`config.mk`:
```
export PLATFORM = sky130hd
export DESIGN_NAME = i2c_slave_responder
export DESIGN_NICKNAME = d
export VERILOG_FILES = /design/src/rtl/i2c_slave_responder.sv
export SDC_FILE = /design/constraint.sdc
export NUM_CORES = 1
export LEC_CHECK = 0
export CORE_MARGIN = 5
export CORE_UTILIZATION = 50
export CTS_BUF_LIST = sky130_fd_sc_hd__clkbuf_8
export DETAILED_ROUTE_END_ITERATION = 10
export PLACE_DENSITY = 0.72
export SLEW_MARGIN = 15
export SYNTH_ARGS = -nofsm -noshare
export SYNTH_HDL_FRONTEND = slang
export SYNTH_SLANG_ARGS = --single-unit
```
`constraint.sdc`:
```
create_clock -name clk -period 3.36 [get_ports clk]
set_clock_uncertainty 0.15 [all_clocks]
set_input_delay 0.84 -clock clk [delete_from_list [all_inputs] [get_ports clk]]
set_output_delay 0.84 -clock clk [all_outputs]
set_load 0.03 [all_outputs]
```
`src/rtl/i2c_slave_responder.sv`:
```
// I2C target (slave) responder.
// Oversamples SCL/SDA with the system clock, decodes START/STOP, matches a
// 7-bit address, ACKs it, then either receives bytes (write) or serialises
// bytes fetched from the local side (read).
//
// Ports:
//   clk, reset_n    system clock, async active-low reset
//   scl_in, sda_in  raw bus lines (asynchronous to clk)
//   sda_oe          1 = pull SDA low (open drain)
//   ack_addr        high for the whole address-ACK bit on a match
//   rw_out          R/W bit of the current transfer
//   busy            matched address seen, cleared by STOP
//   rx_data/rx_valid  received byte and its one-clk strobe
//   tx_data/tx_req    byte to send; tx_data captured while tx_req is high
module i2c_slave_responder #(
  parameter logic [6:0] SLAVE_ADDR = 7'h50
) (
  input  logic       clk,
  input  logic       reset_n,
  input  logic       scl_in,
  input  logic       sda_in,
  output logic       sda_oe,
  output logic       ack_addr,
  output logic       rw_out,
  output logic       busy,
  output logic [7:0] rx_data,
  output logic       rx_valid,
  input  logic [7:0] tx_data,
  output logic       tx_req
);

  localparam logic [2:0] S_IDLE      = 3'd0;
  localparam logic [2:0] S_ADDR      = 3'd1;
  localparam logic [2:0] S_ACK_A     = 3'd2;
  localparam logic [2:0] S_WRITE     = 3'd3;
  localparam logic [2:0] S_ACK_W     = 3'd4;
  localparam logic [2:0] S_READ      = 3'd5;
  localparam logic [2:0] S_ACK_R     = 3'd6;
  localparam logic [2:0] S_WAIT_STOP = 3'd7;

  // [0],[1] synchroniser, [2] previous synchronised value for edge detect
  logic [2:0] scl_sync_q, scl_sync_d;
  logic [2:0] sda_sync_q, sda_sync_d;

  // Bus events registered once; the FSM acts on them one clk later, which
  // puts sda_oe updates at pin edge + 4 clk.
  logic rise_q, rise_d;
  logic fall_q, fall_d;
  logic start_q, start_d;
  logic stop_q, stop_d;
  logic sda_smp_q, sda_smp_d;

  logic [2:0] state_q, state_d;
  logic [3:0] cnt_q, cnt_d;
  logic [7:0] shift_q, shift_d;
  logic       sda_oe_q, sda_oe_d;
  logic       ack_addr_q, ack_addr_d;
  logic       rw_q, rw_d;
  logic       busy_q, busy_d;
  logic [7:0] rx_data_q, rx_data_d;
  logic       rx_valid_q, rx_valid_d;
  logic       tx_load;
  logic [7:0] shift_in;

  always_comb begin
    scl_sync_d = {scl_sync_q[1:0], scl_in};
    sda_sync_d = {sda_sync_q[1:0], sda_in};
    rise_d     = scl_sync_q[1] & ~scl_sync_q[2];
    fall_d     = ~scl_sync_q[1] & scl_sync_q[2];
    start_d    = scl_sync_q[1] & scl_sync_q[2] & ~sda_sync_q[1] & sda_sync_q[2];
    stop_d     = scl_sync_q[1] & scl_sync_q[2] & sda_sync_q[1] & ~sda_sync_q[2];
    sda_smp_d  = sda_sync_q[1];
  end

  assign shift_in = {shift_q[6:0], sda_smp_q};

  always_comb begin
    state_d    = state_q;
    cnt_d      = cnt_q;
    shift_d    = shift_q;
    sda_oe_d   = sda_oe_q;
    ack_addr_d = ack_addr_q;
    rw_d       = rw_q;
    busy_d     = busy_q;
    rx_data_d  = rx_data_q;
    rx_valid_d = 1'b0;
    tx_load    = 1'b0;

    if (stop_q) begin
      // STOP has priority over any coincident SCL edge
      state_d    = S_IDLE;
      cnt_d      = 4'd0;
      busy_d     = 1'b0;
      ack_addr_d = 1'b0;
      sda_oe_d   = 1'b0;
    end else if (start_q) begin
      // START / repeated START: any partial byte is dropped
      state_d    = S_ADDR;
      cnt_d      = 4'd0;
      shift_d    = 8'h00;
      sda_oe_d   = 1'b0;
      ack_addr_d = 1'b0;
    end else begin
      case (state_q)
        S_ADDR: begin
          if (rise_q) begin
            shift_d = shift_in;
            cnt_d   = cnt_q + 4'd1;
            if (cnt_q == 4'd7) begin
              cnt_d = 4'd0;
              // general call (0x00) never matches
              if (shift_in[7:1] == SLAVE_ADDR && SLAVE_ADDR != 7'h00)
                state_d = S_ACK_A;
              else
                state_d = S_WAIT_STOP;
            end
          end
        end
        S_ACK_A: begin
          // ack_addr doubles as the "inside the ACK bit" marker
          if (fall_q) begin
            if (!ack_addr_q) begin
              sda_oe_d   = 1'b1;
              ack_addr_d = 1'b1;
              busy_d     = 1'b1;
              rw_d       = shift_q[0];
            end else begin
              ack_addr_d = 1'b0;
              cnt_d      = 4'd0;
              if (!rw_q) begin
                sda_oe_d = 1'b0;
                state_d  = S_WRITE;
              end else begin
                tx_load  = 1'b1;
                shift_d  = tx_data;
                sda_oe_d = ~tx_data[7];
                state_d  = S_READ;
              end
            end
          end
        end
        S_WRITE: begin
          if (rise_q) begin
            shift_d = shift_in;
            cnt_d   = cnt_q + 4'd1;
            if (cnt_q == 4'd7) begin
              cnt_d      = 4'd0;
              rx_data_d  = shift_in;
              rx_valid_d = 1'b1;
              state_d    = S_ACK_W;
            end
          end
        end
        S_ACK_W: begin
          // first fall starts the ACK bit, second fall ends it
          if (fall_q) begin
            if (!sda_oe_q) begin
              sda_oe_d = 1'b1;
            end else begin
              sda_oe_d = 1'b0;
              state_d  = S_WRITE;
            end
          end
        end
        S_READ: begin
          // cnt counts bits the master has clocked in
          if (rise_q) begin
            cnt_d = cnt_q + 4'd1;
          end else if (fall_q) begin
            if (cnt_q == 4'd8) begin
              cnt_d    = 4'd0;
              sda_oe_d = 1'b0;
              state_d  = S_ACK_R;
            end else begin
              shift_d  = {shift_q[6:0], 1'b0};
              sda_oe_d = ~shift_q[6];
            end
          end
        end
        S_ACK_R: begin
          // cnt == 1 records that the master ACKed
          if (rise_q) begin
            if (sda_smp_q) state_d = S_WAIT_STOP;
            else           cnt_d   = 4'd1;
          end else if (fall_q && cnt_q == 4'd1) begin
            cnt_d    = 4'd0;
            tx_load  = 1'b1;
            shift_d  = tx_data;
            sda_oe_d = ~tx_data[7];
            state_d  = S_READ;
          end
        end
        default: begin
          // IDLE and WAIT_STOP only react to START/STOP
        end
      endcase
    end
  end

  always_ff @(posedge clk or negedge reset_n) begin
    if (!reset_n) begin
      // lines idle high so reset release cannot fake an edge
      scl_sync_q <= 3'b111;
      sda_sync_q <= 3'b111;
      rise_q     <= 1'b0;
      fall_q     <= 1'b0;
      start_q    <= 1'b0;
      stop_q     <= 1'b0;
      sda_smp_q  <= 1'b1;
      state_q    <= S_IDLE;
      cnt_q      <= 4'd0;
      shift_q    <= 8'h00;
      sda_oe_q   <= 1'b0;
      ack_addr_q <= 1'b0;
      rw_q       <= 1'b0;
      busy_q     <= 1'b0;
      rx_data_q  <= 8'h00;
      rx_valid_q <= 1'b0;
    end else begin
      scl_sync_q <= scl_sync_d;
      sda_sync_q <= sda_sync_d;
      rise_q     <= rise_d;
      fall_q     <= fall_d;
      start_q    <= start_d;
      stop_q     <= stop_d;
      sda_smp_q  <= sda_smp_d;
      state_q    <= state_d;
      cnt_q      <= cnt_d;
      shift_q    <= shift_d;
      sda_oe_q   <= sda_oe_d;
      ack_addr_q <= ack_addr_d;
      rw_q       <= rw_d;
      busy_q     <= busy_d;
      rx_data_q  <= rx_data_d;
      rx_valid_q <= rx_valid_d;
    end
  end

  assign sda_oe   = sda_oe_q;
  assign ack_addr = ack_addr_q;
  assign rw_out   = rw_q;
  assign busy     = busy_q;
  assign rx_data  = rx_data_q;
  assign rx_valid = rx_valid_q;
  // tx_req is high in the very cycle whose closing edge loads tx_data
  assign tx_req   = tx_load;

endmodule

```
Word level (Yosys, flattened, before mapping)

Index checks and enable logic that the tools add are counted.

Flip-flop bits (word level): 38
Output and inout bits: 14
Word-level logic and storage cells: 170

Add/sub/neg operators: 1
Equality and inequality tests: 40
Mux-type cells: 79
Bitwise logic cells: 16
Reductions and logical operators: 18

Operators by type and width:

| cell                 | count |
|---|---|
| $mux W7              | 10 |
| $mux W3              | 18 |
| $ne A4 B4 Y1 const B | 13 |
| $mux W4              | 12 |
| $mux W1              | 34 |
| $pmux W7 S4          | 1 |
| $ne A5 B5 Y1 const B | 5 |
| $ne A3 B3 Y1 const B | 8 |
| $pmux W3 S6          | 1 |
| $pmux W4 S4          | 1 |
| $reduce_and A14 Y1   | 1 |
| $reduce_bool A6 Y1   | 2 |
| $reduce_and A11 Y1   | 1 |
| $reduce_and A5 Y1    | 2 |
| $eq A3 B3 Y1 const B | 3 |
| $not A1 Y1           | 9 |
| $reduce_and A8 Y1    | 1 |
| $reduce_bool A8 Y1   | 1 |
| $and A1 B1 Y1        | 7 |
| $eq A7 B7 Y1 const B | 1 |
| $reduce_and A7 Y1    | 1 |
| $eq A3 B2 Y1 const B | 2 |
| $reduce_bool A3 Y1   | 2 |
| $reduce_bool A5 Y1   | 1 |
| 16 further kinds     | 17 |

Logic depth before layout (Yosys ltp)

Depth in word-level cells: 7
Mapped depth: 7

Worst setup path before layout

OpenSTA, ideal clock, no wires.

Path type: reg-to-output
Start point: register state_q[2]
End point: output port tx_req
Data arrival time: 1.811 ns
Setup slack: 0.559 ns
Cell stages (with the launch flop): 7
Buffers on the path: 1
Cells stage by stage: dfrtp_1 > buf_4 > inv_2 > nand2_1 > nor2_1 > nand3_1 > a211oi_1

Longest elaborated chain between the ends: 4

Ends and longest elaborated chain:

| what                                                | RTL line | RTL |
|---|---|---|
| start, declared                                     | 53       | `logic [2:0] state_q, state_d;` |
| start signal, assigned                              | 227      | `state_q <= state_d;` |
| $eq A3 B3 Y1 / $eq A3 B2 Y1 (equally long branches) | 104      | `case (state_q)` |
| $pmux W1 S2 (*)                                     | 104      |  |
| $mux W1 (*)                                         | 96       | `end else if (start_q) begin` |
| $mux W1 (*)                                         | 89       | `if (stop_q) begin` |
| end, declared                                       | 29       | `output logic tx_req` |

Every way passes the cells marked *; elsewhere a longest branch is shown, timed or not.

Final worst setup path

Start point: register cnt_q[1]
End point: output port tx_req

Longest elaborated chain between the ends: 7

Ends and longest elaborated chain:

| what                   | RTL line | RTL |
|---|---|---|
| start, declared        | 54       | `logic [3:0] cnt_q, cnt_d;` |
| start signal, assigned | 228      | `cnt_q <= cnt_d;` |
| $eq A4 B1 Y1           | 185      | `end else if (fall_q && cnt_q == 4'd1) begin` |
| $logic_and A1 B1 Y1    | 185      |  |
| $mux W1                | 185      |  |
| $mux W1                | 182      | `if (rise_q) begin` |
| $pmux W1 S2            | 104      |  |
| $mux W1                | 96       |  |
| $mux W1                | 89       |  |

Every way passes these cells.

==> results.md <==
* Placed Cells at 292
* Yosys cell types at 62
* Clock sink count at 37
* Inserted Clock Buffers at 5
* Drt pass-1 iters at 4
* WL met1 at 2.26 mm
* Peak supply drop at 0.408 mV
* Worst hold slack at 0.216 ns
* Simple-gate area share of the yosys netlist at 24.6%
* Status: complete, no violations
* Final Max Tran Viols at 0
* Grt total ovfl at 0
* Vias per cell at 5.82
* Critical path's largest stage delay at 0.70 ns
* Leak Pwr at 1.07 nW
* Number of global-route vias before repair at 1645
* Yosys reg bits at 37
* Iter 0 DRT Violations at 152
* Final Hold Vio Count at 0
* Post-route ant nets at 0
* Final Instance Area at 0.00249 mm²
* Post-synth ARST share at 100%
* Total power at 1.98 mW
* Final setup margin at 0.171 ns
* Delay-heaviest family, CP: buffers and inverters
* Die X at 75.0 µm
* # Max-Cap Violations at 0
* WL/cell at 16.0 µm
* Die area at 0.00563 mm²
* Setup TNS at 0 ns
* Chip height at 75.0 µm
* CTS tree: done
* Mux cell area share after synthesis at 4.44%
* Prevailing post-synth register cell: dfrtp_1
* DR WL met3 at 294 µm
* Syn. warnings at 0
* Startpoint type of the worst setup path: register
* Port Buffers at 25
* Vias post-DR at 1746
* Root Driver: clkbuf_8
* Synth Area in XOR/XNOR at 0.414%
* Post-Syn Instances at 224
* Core Area at 0.00406 mm²
* # diodes at 0
* First-pass GRT wire length at 8.14 mm
* Setup crit end kind: primary output
* Resized Gates After CTS at 0
* Least-Margin Pin Slew at 0.802 ns
* Seq/Total Area, Yosys at 44.2%
* Post-synthesis cell area at 0.00211 mm²
* Fin crit share at 94.9%
* Buf/Inv on CP at 2
* Routability congestion estimate from global placement at 0.868
* Metal2 WL at 2.19 mm
* Initial antenna violation count at 0
* Largest net degree at the start of global routing at 38
* Crit path kind: reg -> out
* Top Metal Used: met4
* GRT Util Overall at 19.2%
* Layout Nets at 264
* Crit-path max FO at 4
* Share of layout cells above drive strength 1 at 13.2%
* DRT Wirelength at 4.80 mm
* Hpwl dp at 3.40 mm
* Largest family of logic cells by synthesized area: simple AND/OR/NAND/NOR gates
* Setup repair bufs after CTS at 0
* CTS Buffer Depth at 2
* Synthesized area per cell at 9.43 µm²
* Post-Route Utilization at 61.4%
* CTS clk-pin slew, worst paths at 0.07 ns
* Post-synth net total at 239
* Hold crit path type: reg -> reg
* FP Rows at 23
* Post-synth EDFFs at 0
* Initial Util at 52.1%
* Complex-gate fraction of the synthesized area at 19.1%
* DP Worst Slack at 0.471 ns
* Worst path arrival time at 2.20 ns
* CP Data Required Time at 2.37 ns
* CP max-delay cell: clkdlybuf4s50_1
* Headroom to the max-slew limit at 46.5%
* Min Clock Period, post-route at 3.19 ns
* Htree depth at 2
* Clock latency at the later pin of the worst-skew pair at 0.29 ns
* Cells along the critical path: inv_1 > ha_1 > and4bb_1 > nand2_1 > a211oi_1 > clkdlybuf4s50_1
* Final setup fails at 0
* Area growth from synthesis to layout at 17.9%
* Drc violations at 0
* # IOs at 26
* Unrepaired setup endpoints after global routing: false
* Pwr dens at 795 mW/mm²
* Cts hold-fix bufs at 0
* Dpl cell area at 0.00238 mm²
* Adder-Cell Fraction of Synth Area at 1.78%
* F_max at 314 MHz
* Fin cells at 300
[flip-flops by register name (all words and copies together) (netlist names), 2 cells and up]
register and flops:
shift_q 7, state_q 3, sda_sync_q 2, rx_data 8
scl_sync_q 3, cnt_q 4
[area by class of cell]
class / count / area, µm²
clock buffer: 6 / 82.6
timing repair buffer: 28 / 268
inverter: 10 / 50.0
sequential: 37 / 933
multi-input combinational: 167 / 1060
tap: 50 / 62.6
clock inverter: 2 / 33.8
fill: 367 / 1570
[report_power, final]
part / switching [mW] / internal [mW] / total [mW]
clock network: 0.154 / 0.239 / 0.393
registers: 0.114 / 0.542 / 0.656
logic: 0.533 / 0.399 / 0.932
total: 0.800 / 1.18 / 1.98
[layer usage]
metal	track usage [%]	vias up
met5	0	-
met1	27.9	829
met4	6.13	0
li1	-	856
met2	28.0	55
met3	4.81	6
[cell usage after synthesis (all sizes together), types with 2 or more instances]
| cell type | number | area (µm²) |
|---|---|---|
| a21boi | 2 | 15.0 |
| inv | 9 | 33.8 |
| a211oi | 5 | 47.5 |
| ha | 3 | 37.5 |
| nor3b | 2 | 15.0 |
| mux2 | 3 | 33.8 |
| nand3 | 6 | 30.0 |
| a32oi | 4 | 42.6 |
| or3 | 8 | 50.1 |
| o21ai | 19 | 103 |
| dfstp | 6 | 158 |
| or2 | 4 | 27.5 |
| dfrtp | 31 | 776 |
| nand2b | 4 | 25.0 |
| o32ai | 2 | 25.0 |
| mux2i | 6 | 60.1 |
| buf | 9 | 63.8 |
| nor2b | 6 | 37.5 |
| nor3 | 6 | 30.0 |
| o311a | 2 | 20.0 |
| a21oi | 6 | 30.0 |
| nand2 | 39 | 149 |
| nor2 | 12 | 47.6 |
| and3 | 2 | 12.5 |
| a2bb2oi | 2 | 17.5 |
| nand3b | 3 | 22.5 |
[cell usage in the layout, fill, tap and decap left out, drive strengths merged, types with 2 or more instances in the layout]
cell	Yosys	routed
clkdlybuf4s50	0	24
o311a	2	2
nor3	6	6
buf	9	4
nand2	39	39
o21ai	19	19
clkbuf	1	6
and3	2	2
inv	9	10
nor2b	6	6
a2bb2oi	2	2
or3	8	8
nand3b	3	3
a21boi	2	2
dfstp	6	6
dfrtp	31	31
nor2	12	12
mux2	3	3
nor3b	2	2
ha	3	3
a21oi	6	6
mux2i	6	6
nand3	6	6
or2	4	4
a32oi	4	4
o32ai	2	2
a211oi	5	5
nand2b	4	4
[cells by family (layout without fill, tap and decap cells)]
| logic type | Yosys count | count (layout) |
|---|---|---|
| and+or+nand+nor | 100 | 100 |
| AOI/OAI and AO/OA | 54 | 54 |
| DFF | 37 | 37 |
| buffers and inverters | 20 | 46 |
| muxes | 9 | 9 |
| adders and majority gates | 3 | 3 |
| xor gates and xnor gates | 1 | 1 |
[final timing paths]
path / startpoint / endpoint / slack (ns) / cells past startpoint
hold reg to reg: sda_sync_q[0] / sda_sync_q[1] / 0.22 / 0
max in group asynchronous: reset_n / busy / 2.07 / 1
hold / removal: sda_sync_q[0] / sda_sync_q[1] / 0.22 / 0
min in group asynchronous: reset_n / shift_q[1] / 0.49 / 1
setup / recovery: cnt_q[1] / tx_req / 0.17 / 6
setup reg to reg: cnt_q[0] / shift_q[6] / 1.26 / 6
[worst register-to-register path, cell delays in order, from the launching register on]
cell,delay [ns]
dfrtp_1,0.43
ha_1,0.21
and4bb_1,0.25
a22o_1,0.22
a32oi_2,0.41
nor2_2,0.16
o21ai_1,0.18
Note: power is estimated with default switching activity, not from simulation.
